===== config.mk =====
export PLATFORM = sky130hd
export DESIGN_NAME = hello_world_tx
export DESIGN_NICKNAME = d
export VERILOG_FILES = /design/src/rtl/hello_world_tx.sv
export SDC_FILE = /design/constraint.sdc
export NUM_CORES = 1
export LEC_CHECK = 0
export CELL_PAD_IN_SITES_DETAIL_PLACEMENT = 1
export CELL_PAD_IN_SITES_GLOBAL_PLACEMENT = 1
export CORE_UTILIZATION = 43
export CTS_BUF_LIST = sky130_fd_sc_hd__clkbuf_16
export DETAILED_ROUTE_END_ITERATION = 7
export PLACE_DENSITY = 0.85
export SETUP_SLACK_MARGIN = 0.4
export SYNTH_ARGS = -nofsm -noshare
export SYNTH_HDL_FRONTEND = slang
export SYNTH_SLANG_ARGS = --single-unit

===== constraint.sdc =====
create_clock -name clk -period 3.35 [get_ports clk]
set_clock_uncertainty 0.05 [all_clocks]
set_input_delay 0.67 -clock clk [delete_from_list [all_inputs] [get_ports clk]]
set_output_delay 0.67 -clock clk [all_outputs]
set_load 0.02 [all_outputs]

===== src/rtl/hello_world_tx.sv =====
// hello_world_tx: sends the fixed text "hello world!\n" as 8N1 UART frames
// on tx, one message per accepted start request (or once after reset when
// AUTO_START is set). byte_strobe/byte_out expose the character being framed.
module hello_world_tx #(
    parameter int CLKS_PER_BIT = 8,
    parameter bit AUTO_START   = 1'b0
) (
    input  logic       clk,
    input  logic       rst_n,
    input  logic       start,
    output logic       tx,
    output logic       busy,
    output logic       done,
    output logic       byte_strobe,
    output logic [7:0] byte_out
);

    // Baud counter wide enough for CLKS_PER_BIT-1; guarded so a bad
    // parameter reaches the elaboration check below instead of a zero width.
    localparam int CW = (CLKS_PER_BIT >= 2) ? $clog2(CLKS_PER_BIT) : 1;
    localparam logic [CW-1:0] BAUD_LAST = CW'(CLKS_PER_BIT - 1);
    localparam logic [3:0]    LAST_IDX  = 4'd12;

    generate
        if (CLKS_PER_BIT < 2) begin : g_bad_clks_per_bit
            $error("hello_world_tx: CLKS_PER_BIT must be >= 2");
        end
    endgenerate

    typedef enum logic [1:0] {
        IDLE,
        START,
        DATA,
        STOP
    } state_t;

    state_t        state;
    state_t        state_n;
    logic [CW-1:0] baud_cnt;
    logic [2:0]    bit_cnt;
    logic [3:0]    idx;
    logic [3:0]    idx_n;
    logic [7:0]    byte_q;
    logic          done_q;
    logic          auto_pend;
    logic          bit_end;
    logic          go;

    function automatic logic [7:0] rom_byte(input logic [3:0] i);
        logic [7:0] c;
        case (i)
            4'd0:    c = 8'h68; // h
            4'd1:    c = 8'h65; // e
            4'd2:    c = 8'h6C; // l
            4'd3:    c = 8'h6C; // l
            4'd4:    c = 8'h6F; // o
            4'd5:    c = 8'h20; // space
            4'd6:    c = 8'h77; // w
            4'd7:    c = 8'h6F; // o
            4'd8:    c = 8'h72; // r
            4'd9:    c = 8'h6C; // l
            4'd10:   c = 8'h64; // d
            4'd11:   c = 8'h21; // !
            4'd12:   c = 8'h0A; // newline
            default: c = 8'h00;
        endcase
        return c;
    endfunction

    assign bit_end = (baud_cnt == BAUD_LAST);
    // The done cycle is already IDLE, so start is masked there: a request
    // is only accepted from the cycle after done onwards.
    assign go      = (start | auto_pend) & ~done_q;

    // State register and message index
    always_ff @(posedge clk or negedge rst_n) begin
        if (!rst_n) begin
            state <= IDLE;
            idx   <= '0;
        end else begin
            state <= state_n;
            idx   <= idx_n;
        end
    end

    // Next-state and next-index selection
    always_comb begin
        state_n = state;
        idx_n   = idx;
        case (state)
            IDLE: begin
                if (go) begin
                    state_n = START;
                    idx_n   = '0;
                end
            end
            START: begin
                if (bit_end) state_n = DATA;
            end
            DATA: begin
                if (bit_end && bit_cnt == 3'd7) state_n = STOP;
            end
            STOP: begin
                if (bit_end) begin
                    if (idx == LAST_IDX) begin
                        state_n = IDLE;
                        idx_n   = '0;
                    end else begin
                        state_n = START;
                        idx_n   = idx + 4'd1;
                    end
                end
            end
            default: begin
                state_n = IDLE;
                idx_n   = '0;
            end
        endcase
    end

    // Baud/bit counters, framed byte, done pulse and auto-start one-shot
    always_ff @(posedge clk or negedge rst_n) begin
        if (!rst_n) begin
            baud_cnt  <= '0;
            bit_cnt   <= '0;
            byte_q    <= '0;
            done_q    <= 1'b0;
            auto_pend <= AUTO_START;
        end else begin
            if (state == IDLE || bit_end) baud_cnt <= '0;
            else                          baud_cnt <= baud_cnt + CW'(1);

            if (state != DATA)  bit_cnt <= '0;
            else if (bit_end)   bit_cnt <= (bit_cnt == 3'd7) ? 3'd0 : bit_cnt + 3'd1;

            if (state_n == START && state != START) byte_q <= rom_byte(idx_n);

            done_q    <= (state == STOP) && bit_end && (idx == LAST_IDX);
            auto_pend <= 1'b0;
        end
    end

    // Line level and status outputs decoded from state
    always_comb begin
        tx          = 1'b1;
        busy        = (state != IDLE);
        byte_strobe = (state == START) && (baud_cnt == '0);
        case (state)
            IDLE:    tx = 1'b1;
            START:   tx = 1'b0;
            DATA:    tx = byte_q[bit_cnt];
            STOP:    tx = 1'b1;
            default: tx = 1'b1;
        endcase
    end

    assign done     = done_q;
    assign byte_out = byte_q;

endmodule


Yosys cells after proc, flatten, opt, wreduce, memory -nomap -nowiden
Memory sizes are Yosys's and may differ from the RTL's. A register that Yosys moved wholly into a read port is not among the register bits. Index checks and enable logic that the tools add are counted. W data, S select, Z words.

Add/sub/neg operators: 3. Order comparisons: 1. Equal/unequal tests: 9. Muxes and demuxes: 17. Bitwise operators: 2. Reduce and logical (&&, ||, !) cells: 12.

Operators by type and width (number): $mux W3 (4); $mux W4 (3); $mux W2 (4); $pmux W2 S4 (1); $pmux W4 S2 (1); $add A3 B1 Y3 const B (2); $eq A3 B3 Y1 const B (2); $logic_and A1 B1 Y1 (5); $add A4 B1 Y4 const B (1); $eq A2 B1 Y1 const B (2); $eq A2 B2 Y1 const B (2); $eq A4 B4 Y1 const B (1); $lt A3 B4 Y1 const B (1); $reduce_bool A2 Y1 (2); $bmux W1 S3 (1); $logic_not A3 Y1 (1); $pmux W1 S3 (1); $logic_not A2 Y1 (1); $mux W1 (2); $ne A2 B1 Y1 const B (1); $ne A2 B2 Y1 const B (1); $reduce_or A2 Y1 (1); $and A1 B1 Y1 (1); $logic_not A1 Y1 (1); other kinds (2) (2).

Bits in registers: 21. Memory bits (read-only): 112. Input bits: 3. Output and inout port bits: 12. Memories: 1.

Memory list: (name not given) (words 16, width 7, rd ports 1, clocked after Yosys merged registers in 1, write ports 0, RTL line 51) `case (i)`.

Longest topological paths before layout
Gate-level depths: netlist of the first run.

Depth after elaboration: 6. Gate-level depth with buffers: 14.

Least setup slack after synthesis of the first run
No wires, ideal clock.

Path kind: reg-to-reg. Start point: register baud_cnt[0]. End point: register byte_q[3] (netlist: byte_out[3]). Arrival time: 2.344 ns. Setup slack: 0.874 ns. Cell stages (with the launch flop): 14. Path through: dfrtp_1 > ha_1 > ha_1 > buf_4 > inv_1 > nor2_1 > nand2_1 > o21ai_0 > a22oi_1 > ha_1 > inv_1 > a211oi_1 > a211o_1 > a31oi_1.

Word-level cells in the longest chain between the ends: 6. Elaborated cells between the ends (all ways): 10. Those cells by class: eq/ne: 2; mux: 6; reduce/logical: 2.

RTL lines: start, declared (RTL line 39) `logic [CW-1:0] baud_cnt;`; start signal, assigned (RTL line 131) `else baud_cnt <= baud_cnt + CW'(1);`; $eq A3 B3 Y1 * (RTL line 70) `assign bit_end = (baud_cnt == BAUD_LAST);`; $logic_and A1 B1 Y1 (RTL line 101) `if (bit_end && bit_cnt == 3'd7) state_n = STOP;`; $mux W2 (RTL line 101); $pmux W2 S4 (RTL line 90) `case (state)`; $eq A2 B1 Y1 (RTL line 136) `if (state_n == START && state != START) byte_q <= rom_byte(idx_n);`; $logic_and A1 B1 Y1 (RTL line 136); end, declared (RTL line 43) `logic [7:0] byte_q;`.

Every way passes the cells marked *; elsewhere a longest branch is shown, timed or not. A chain may end at the register's enable or synchronous reset.

Worst setup path after layout of the first run
Start point: register bit_cnt[0]. End point: output tx.

Word-level cells in the longest chain between the ends: 3.

RTL lines: start, declared (RTL line 40) `logic [2:0] bit_cnt;`; start signal, assigned (RTL line 134) `else if (bit_end) bit_cnt <= (bit_cnt == 3'd7) ? 3'd0 : bit_cnt + 3'd1;`; $bmux W1 S3 (RTL line 151) `DATA: tx = byte_q[bit_cnt];`; $mux W1 (implied by the code) (RTL line 151); $pmux W1 S3 (RTL line 148) `case (state)`; end, declared (RTL line 11) `output logic tx,`.

No other way between the ends. The select of a mux whose other input is x is not followed.

==> flow_summary.yaml, run 1 <==
synthesis:
  top_reg_cell_synth: "dfrtp_1"
  synth_seq_area_share: 0.342
  synth-simple-area-share: 0.142
  post-synth-top-area-cell: "dfrtp_1"
  synth_compound_gate_area_share: 0.255
  post_synth_fa_ha_maj_area_fraction: 0.162
  synthDominantCellAreaShare: 0.342
  synth.top_cells.by_count: "20 x dfrtp_1, 19 x ha_1, 13 x inv_1, 11 x a21oi_1, 8 x nand2_1"
  synth_enable_flop_cells: 0
  dominant_cell_by_count_in_the_synthesized_netlist: "dfrtp_1"
  yosys_warnings: 0
  postSynth.asyncResetShare: 1.00
  synthMuxAreaShare: 0.0291
  synth_top_family_by_area: "compound AO/OA/AOI/OAI gates"
  synthXorXnorAreaFrac: 0
  synth_seq_cells: 20
  syn-mean-instance-area_sq_um: 9.44
  synth_fp_nets: 177
  synth_cell_type_count: 44
  synth_cells: 155
  synth.cell_area_sq_um: 1460
  synth.area.top_cells: "dfrtp_1 34%, ha_1 16%, a21oi_1 3.8%"
clock_tree:
  clock_tree.root_cell: "clkbuf_16"
  numClockSinks: 20
  cts_hold_buffers: 0
  clockBufferDepth: 2
  worst_setup_hold_path_clk_slew_ns: 0.06
  cts_tree: "yes"
  cts_max_level: 1
  clock_latency_ns: 0.26
  tritoncts_buffers: 3
power_and_ir_drop:
  power_switching_share: 0.390
  p_leak_uw: 0.000712
  power.combinational.fraction: 0.472
  cellPowerDensity_nw_per_um2: 663
  cellInternalPower_uw: 688
  clkPwrFrac: 0.229
  p_seq_frac: 0.299
  power.net_switching_uw: 440
  worst_ir_drop_vdd_uv: 199
timing:
  timing_worst_slew_pin_value_ns: 0.957
  final-hold-violation-count: 0
  timing.final.max_slew_violations: 0
  unrepaired_setup_endpoints_after_global_routing: "false"
  finalCriticalPeriod_ns: 2.85
  finalCritPeriodShare: 0.850
  finalHoldWorstSlack_ns: 0.453
  max_freq_mhz: 351
  timing.setup.tns_ns: 0
  final_setup_violation_count: 0
  relSlewSlack: 0.360
global_routing:
  grt.overflow.total: 0
  grt_use_total: 0.241
  grt_start_max_net_pins: 21
  antenna_found_initial: 0
  busiest_layer_in_global_routing: "met2"
  grt.met2_usage: 0.424
  grt_pass1_wl_um: 6400
  first_global_vias: 1313
  grt_use_met3: 0.0277
  grt_util_met1: 0.303
drt:
  drt-initial-drc-count: 50
  routed_wl_um: 3830
  num_vias: 1228
  wl_per_cell_um: 18.1
  drt-pass1-iter-count: 4
  routed_via_density: 5.82
  drc_errors: 0
  post_route_ant_nets: 0
setup_path:
  slowest_stage: "mux4_2"
  worst-setup-path-type: "flop to primary output"
  wp_data_required_ns: 2.63
  crit_path_max_fanout: 6
  setup.worst_path.start_class: "flop"
  critPathCaptureType: "primary output"
  cp_data_arrival_time_ns: 2.13
  timing.critical_path.buf_inv: 1
  cp_top_family: "multiplexers"
  timing.critical_path.cells: "mux4_2, o211ai_1, a21oi_1, clkdlybuf4s50_1"
  timing.critical_path.slowest_cell_delay_ns: 0.55
placed_design:
  dp_hpwl_um: 2840
  place.gp.congestion: 0.846
  port-buffer-count: 13
floorplan:
  floorplan.initialDensity: 0.464
  chipHeight_um: 60.3
  floorplan.io_pins: 15
  rows: 20
  fp.dieW_um: 60.3
  core_region_area_sq_um: 3150
  die_area_sq_um: 3640
final_layout:
  diodes: 0
  finalNetCount: 190
  final_layout_size_suffix_gt1_frac: 0.0838
  area.growth.synth_to_final_pct: 16.2
run:
  max_cap_viol_count: 0
outcome:
  status: "finished clean"
min_path:
  hp-class: "flop to flop"
per-stage QoR:
step	worst slack (ns)	utilization	instances	area [sq um]	total power, uW
finish	0.504	0.540	211	1700	1130
global route	0.429	0.540	211	1700	1190
CTS	0.449	0.537	211	1690	1120
detailed placement	0.484	0.512	207	1620	870
global placement	0.547	0.512	207	1620	840
floorplan	0.874	-	155	1460	682
layout by cell type, fill, tap and decap left out, types with 3 or more instances in the layout:
master	instances
a211oi_1	5
a21oi_1	11
a22o_1	3
a31oi_1	6
clkbuf_16	3
clkdlybuf4s50_1	13
dfrtp_1	20
ha_1	18
inv_1	13
nand2_1	8
nand3_1	6
nand4_1	3
nor2_1	7
nor2b_1	3
nor3_1	4
o21ai_0	5
o21ai_1	3
worst paths after layout:
check | cells past startpoint | endpoint | slack, ns | startpoint
setup reg to reg | 12 | byte_out[3] | 0.68 | state[0]
min in group asynchronous | 1 | baud_cnt[2] | 0.89 | rst_n
hold reg to reg | 1 | baud_cnt[0] | 0.45 | baud_cnt[0]
setup / recovery | 4 | tx | 0.50 | bit_cnt[0]
max in group asynchronous | 1 | byte_out[0] | 1.77 | rst_n
hold / removal | 1 | baud_cnt[0] | 0.45 | baud_cnt[0]
state kept, by name (all words and copies together) (netlist names):
| register | flops |
|---|---|
| bit_cnt | 3 |
| state | 2 |
| baud_cnt | 3 |
| done | 1 |
| idx | 4 |
| byte_out | 7 |
worst reg2reg max path, cell delays in order, from the launching register on:
cell	delay, ns
dfrtp_1	0.40
inv_1	0.13
ha_1	0.42
nor2_1	0.18
nand3_1	0.09
o21ai_0	0.14
a22o_1	0.29
ha_1	0.17
inv_1	0.05
a211oi_1	0.21
a21o_1	0.18
o21ai_1	0.09
a31oi_1	0.18
per-layer routing:
metal / up-vias / part of all wire
met5: - / 0
met4: 0 / 0.016
met3: 7 / 0.021
met2: 15 / 0.51
met1: 621 / 0.45
li1: 585 / -
final cells by class:
type | count | area, sq um
Clock buffer | 3 | 75.1
Clock inverter | 1 | 3.75
Fill cell | 373 | 1450
Inverter | 15 | 57.6
Multi-Input combinational cell | 114 | 872
Sequential cell | 20 | 500
Tap cell | 44 | 55.1
Timing Repair Buffer | 14 | 138
power by group through the flow:
stage	Combinational [uW]	Sequential (uW)	Clock, uW
final	532	337	258
after global routing	576	343	267
after CTS	532	337	256
after detailed placement	530	341	0
after global placement	503	337	0
after floorplan	315	367	0
cell families after synthesis:
| logic type | Yosys count |
|---|---|
| simple gates | 40 |
| buf+inv | 21 |
| other cells | 1 |
| compound gates | 51 |
| flops | 20 |
| mux | 3 |
| fa+ha+maj | 19 |
repair_timing:
| action | 4_1_cts | 5_1_grt |
|---|---|---|
| gates resized for setup | 0 | 2 |
| endpoints found under the setup margin | 0 | 3 |
| endpoints found under the hold margin | 0 | 0 |
| setup buffers | 0 | 0 |
No activity file was read; power rests on OpenSTA's default activity.
==> inputs of run 2 (changes only) <==
==> constraint.sdc (replaced) <==
create_clock -name clk -period 2.9 [get_ports clk]
set_clock_uncertainty 0.05 [all_clocks]
set_input_delay 0.58 -clock clk [delete_from_list [all_inputs] [get_ports clk]]
set_output_delay 0.58 -clock clk [all_outputs]
set_load 0.02 [all_outputs]
==> run 2 against run 1 <==
Net effect: die area stayed put; critical path depth up 6; via count is 4.6% higher; design area rose by 7.0%; clock power rose by 51%; worst setup slack lost 0.073 ns; sequential power is 15% higher; first-iteration DRC count increased by 36%; register-to-register slack worse by 0.25 ns; total power up 28%; global-route usage is 0.82 points higher; cell count rose by 3.8%; critical endpoint is now byte_out[0]; largest cell class unchanged; highest routed layer unchanged.
==> flow_summary.yaml, run 2 (synthesis gave the netlist of run 1 again) <==
clock_tree:
  numClockSinks: 20
  clock_latency_ns: 0.26
  cts_tree: "yes"
  clock_tree.root_cell: "clkbuf_16"
  cts_max_level: 1
  tritoncts_buffers: 3
  worst_setup_hold_path_clk_slew_ns: 0.06
  clockBufferDepth: 2
global_routing:
  grt_start_max_net_pins: 21
  first_global_vias: 1294
  grt_use_total: 0.249
  grt.overflow.total: 0
  grt_pass1_wl_um: 6510
  antenna_found_initial: 0
final_layout:
  multi_input_area_sq_um: 902
  diodes: 0
  leading_cell_types_in_the_layout_fill_and_taps_excluded: "19 x dfrtp_1, 15 x ha_1, 11 x inv_1, 11 x a21oi_1, 11 x clkdlybuf4s50_1"
  layout.area.seq_sq_um: 502
  final.fill_count: 366
  final_layout_size_suffix_gt1_frac: 0.194
  final_common_cell: "dfrtp_1"
  area.growth.synth_to_final_pct: 24.4
  finalNetCount: 198
  largest_register_ff_count: 7
drt:
  post_route_ant_nets: 0
  routed_wl_um: 4200
  wl_per_cell_um: 19.2
  drt-initial-drc-count: 68
  routed_via_density: 5.86
  drc_errors: 0
  num_vias: 1284
  drt-pass1-iter-count: 4
setup_path:
  cp_data_arrival_time_ns: 2.54
  crit-reg2reg-launch: "state[1]"
  critPathCaptureType: "flop"
  rrSetupSlack_ns: 0.43
  setup.worst_path.start_class: "input port"
  r2r_end: "byte_out[3]"
  timing.critical_path.cells: "clkdlybuf4s50_1, nand2b_1, a21o_1, a22o_1, ha_2, inv_1, a211oi_2, a21o_1, o21ai_0, a31oi_1"
  wp_data_required_ns: 2.97
  worst-setup-path-type: "input port to flop"
  timing.critical_path.slowest_cell_delay_ns: 0.49
  crit_path_max_fanout: 4
  cpMostUsedCell: "a21o_1"
  slowest_stage: "clkdlybuf4s50_1"
  ff2ff_path_depth: 12
timing:
  post-route-worst-setup-slack_ns: 0.431
  final_setup_violation_count: 0
  timing.final.max_slew_violations: 0
  finalCriticalPeriod_ns: 2.47
  timing.setup.tns_ns: 0
  final-hold-violation-count: 0
  max_freq_mhz: 405
  unrepaired_setup_endpoints_after_global_routing: "true"
  finalCritPeriodShare: 0.851
  finalHoldWorstSlack_ns: 0.511
placed_design:
  place.gp.congestion: 0.830
  port-buffer-count: 13
  dp_hpwl_um: 2950
  pre_cts_slack_ns: 0.170
run:
  max_cap_viol_count: 0
outcome:
  status: "finished clean"
power_and_ir_drop:
  cellInternalPower_uw: 906
  worst_ir_drop_vdd_uv: 264
  p_leak_uw: 0.000781
  cellPowerDensity_nw_per_um2: 792
  post-layout-total-power_uw: 1440
  p_seq_frac: 0.270
  power.net_switching_uw: 535
  power.combinational.fraction: 0.460
  power_switching_share: 0.371
  clkPwrFrac: 0.270
min_path:
  hold_path_sink: "baud_cnt[0]"
  hold_depth: 2
  hp-class: "flop to flop"
  holdCritStartpoint: "baud_cnt[0]"
floorplan:
  floorplan.io_pins: 15
  die_area_sq_um: 3640
  chipHeight_um: 60.3
  fp.dieW_um: 60.3
  floorplan.initialDensity: 0.464
  core_region_area_sq_um: 3150
  rows: 20
run 2: cell count changes in the layout (fill, tap and decap cells not counted), moves of 2 or more:
cell             delta
clkdlybuf4s50_1     -2
ha_1                -3
o21ai_2             +2
buf_4               +8
inv_2               +2
inv_1               -2
ha_2                +3
o21ai_0             -2
run 2: area by class of cell:
type | instances | share of cell area
clock inverters | 1 | 0.0165
clock buffers | 3 | 0.0412
well taps | 44 | 0.0302
inverters | 15 | 0.0316
flip-flops and latches | 20 | 0.276
repair buffers | 22 | 0.109
multi-input cells | 114 | 0.496
run 2: metrics by stage:
step	cell area [sq um]	utilization	std cells
3_5_place_dp	1640	0.519	210
6_report	1820	0.577	219
5_1_grt	1820	0.577	219
4_1_cts	1770	0.560	215
2_1_floorplan	1460	-	155
3_3_place_gp	1640	0.519	210
run 2: worst max-delay path: cells and delay by family:
kind / cells / cell delay (ns)
AO/OA/AOI/OAI: 6 / 1.10
buffers and inverters: 2 / 0.59
adder cells (fa/ha/maj): 1 / 0.17
AND/OR/NAND/NOR: 1 / 0.09
run 2: power groups by stage:
stage          Sequential [uW]  Combinational (uW)  Clock, uW
2_1_floorplan              424                 364          0
4_1_cts                    392                 625        388
3_5_place_dp               393                 616          0
5_1_grt                    395                 716        401
6_report                   389                 664        389
3_3_place_gp               389                 587          0
run 2: worst max-delay path by stage:
stage / endpoint / slack (ns) / cells after the start / start
finish: byte_out[0] / 0.43 / 10 / start
global route: byte_out[3] / 0.30 / 11 / state[1]
CTS: byte_out[0] / 0.41 / 13 / baud_cnt[0]
detailed placement: byte_out[3] / 0.17 / 9 / start
global placement: byte_out[3] / 0.26 / 9 / start
floorplan: byte_out[3] / 0.42 / 13 / baud_cnt[0]
run 2: layer usage:
layer  share of wire  global-route usage
met5               0                   0
met4          0.0088              0.0698
met3           0.020              0.0256
met2            0.52               0.433
met1            0.45               0.327
run 2: what timing repair did:
action	4_1_cts	5_1_grt
resized for setup	9	8
buffers inserted	1	4
hold buffers	0	0
setup endpoints to repair	5	7
gates cloned	0	0
pin swaps	0	6
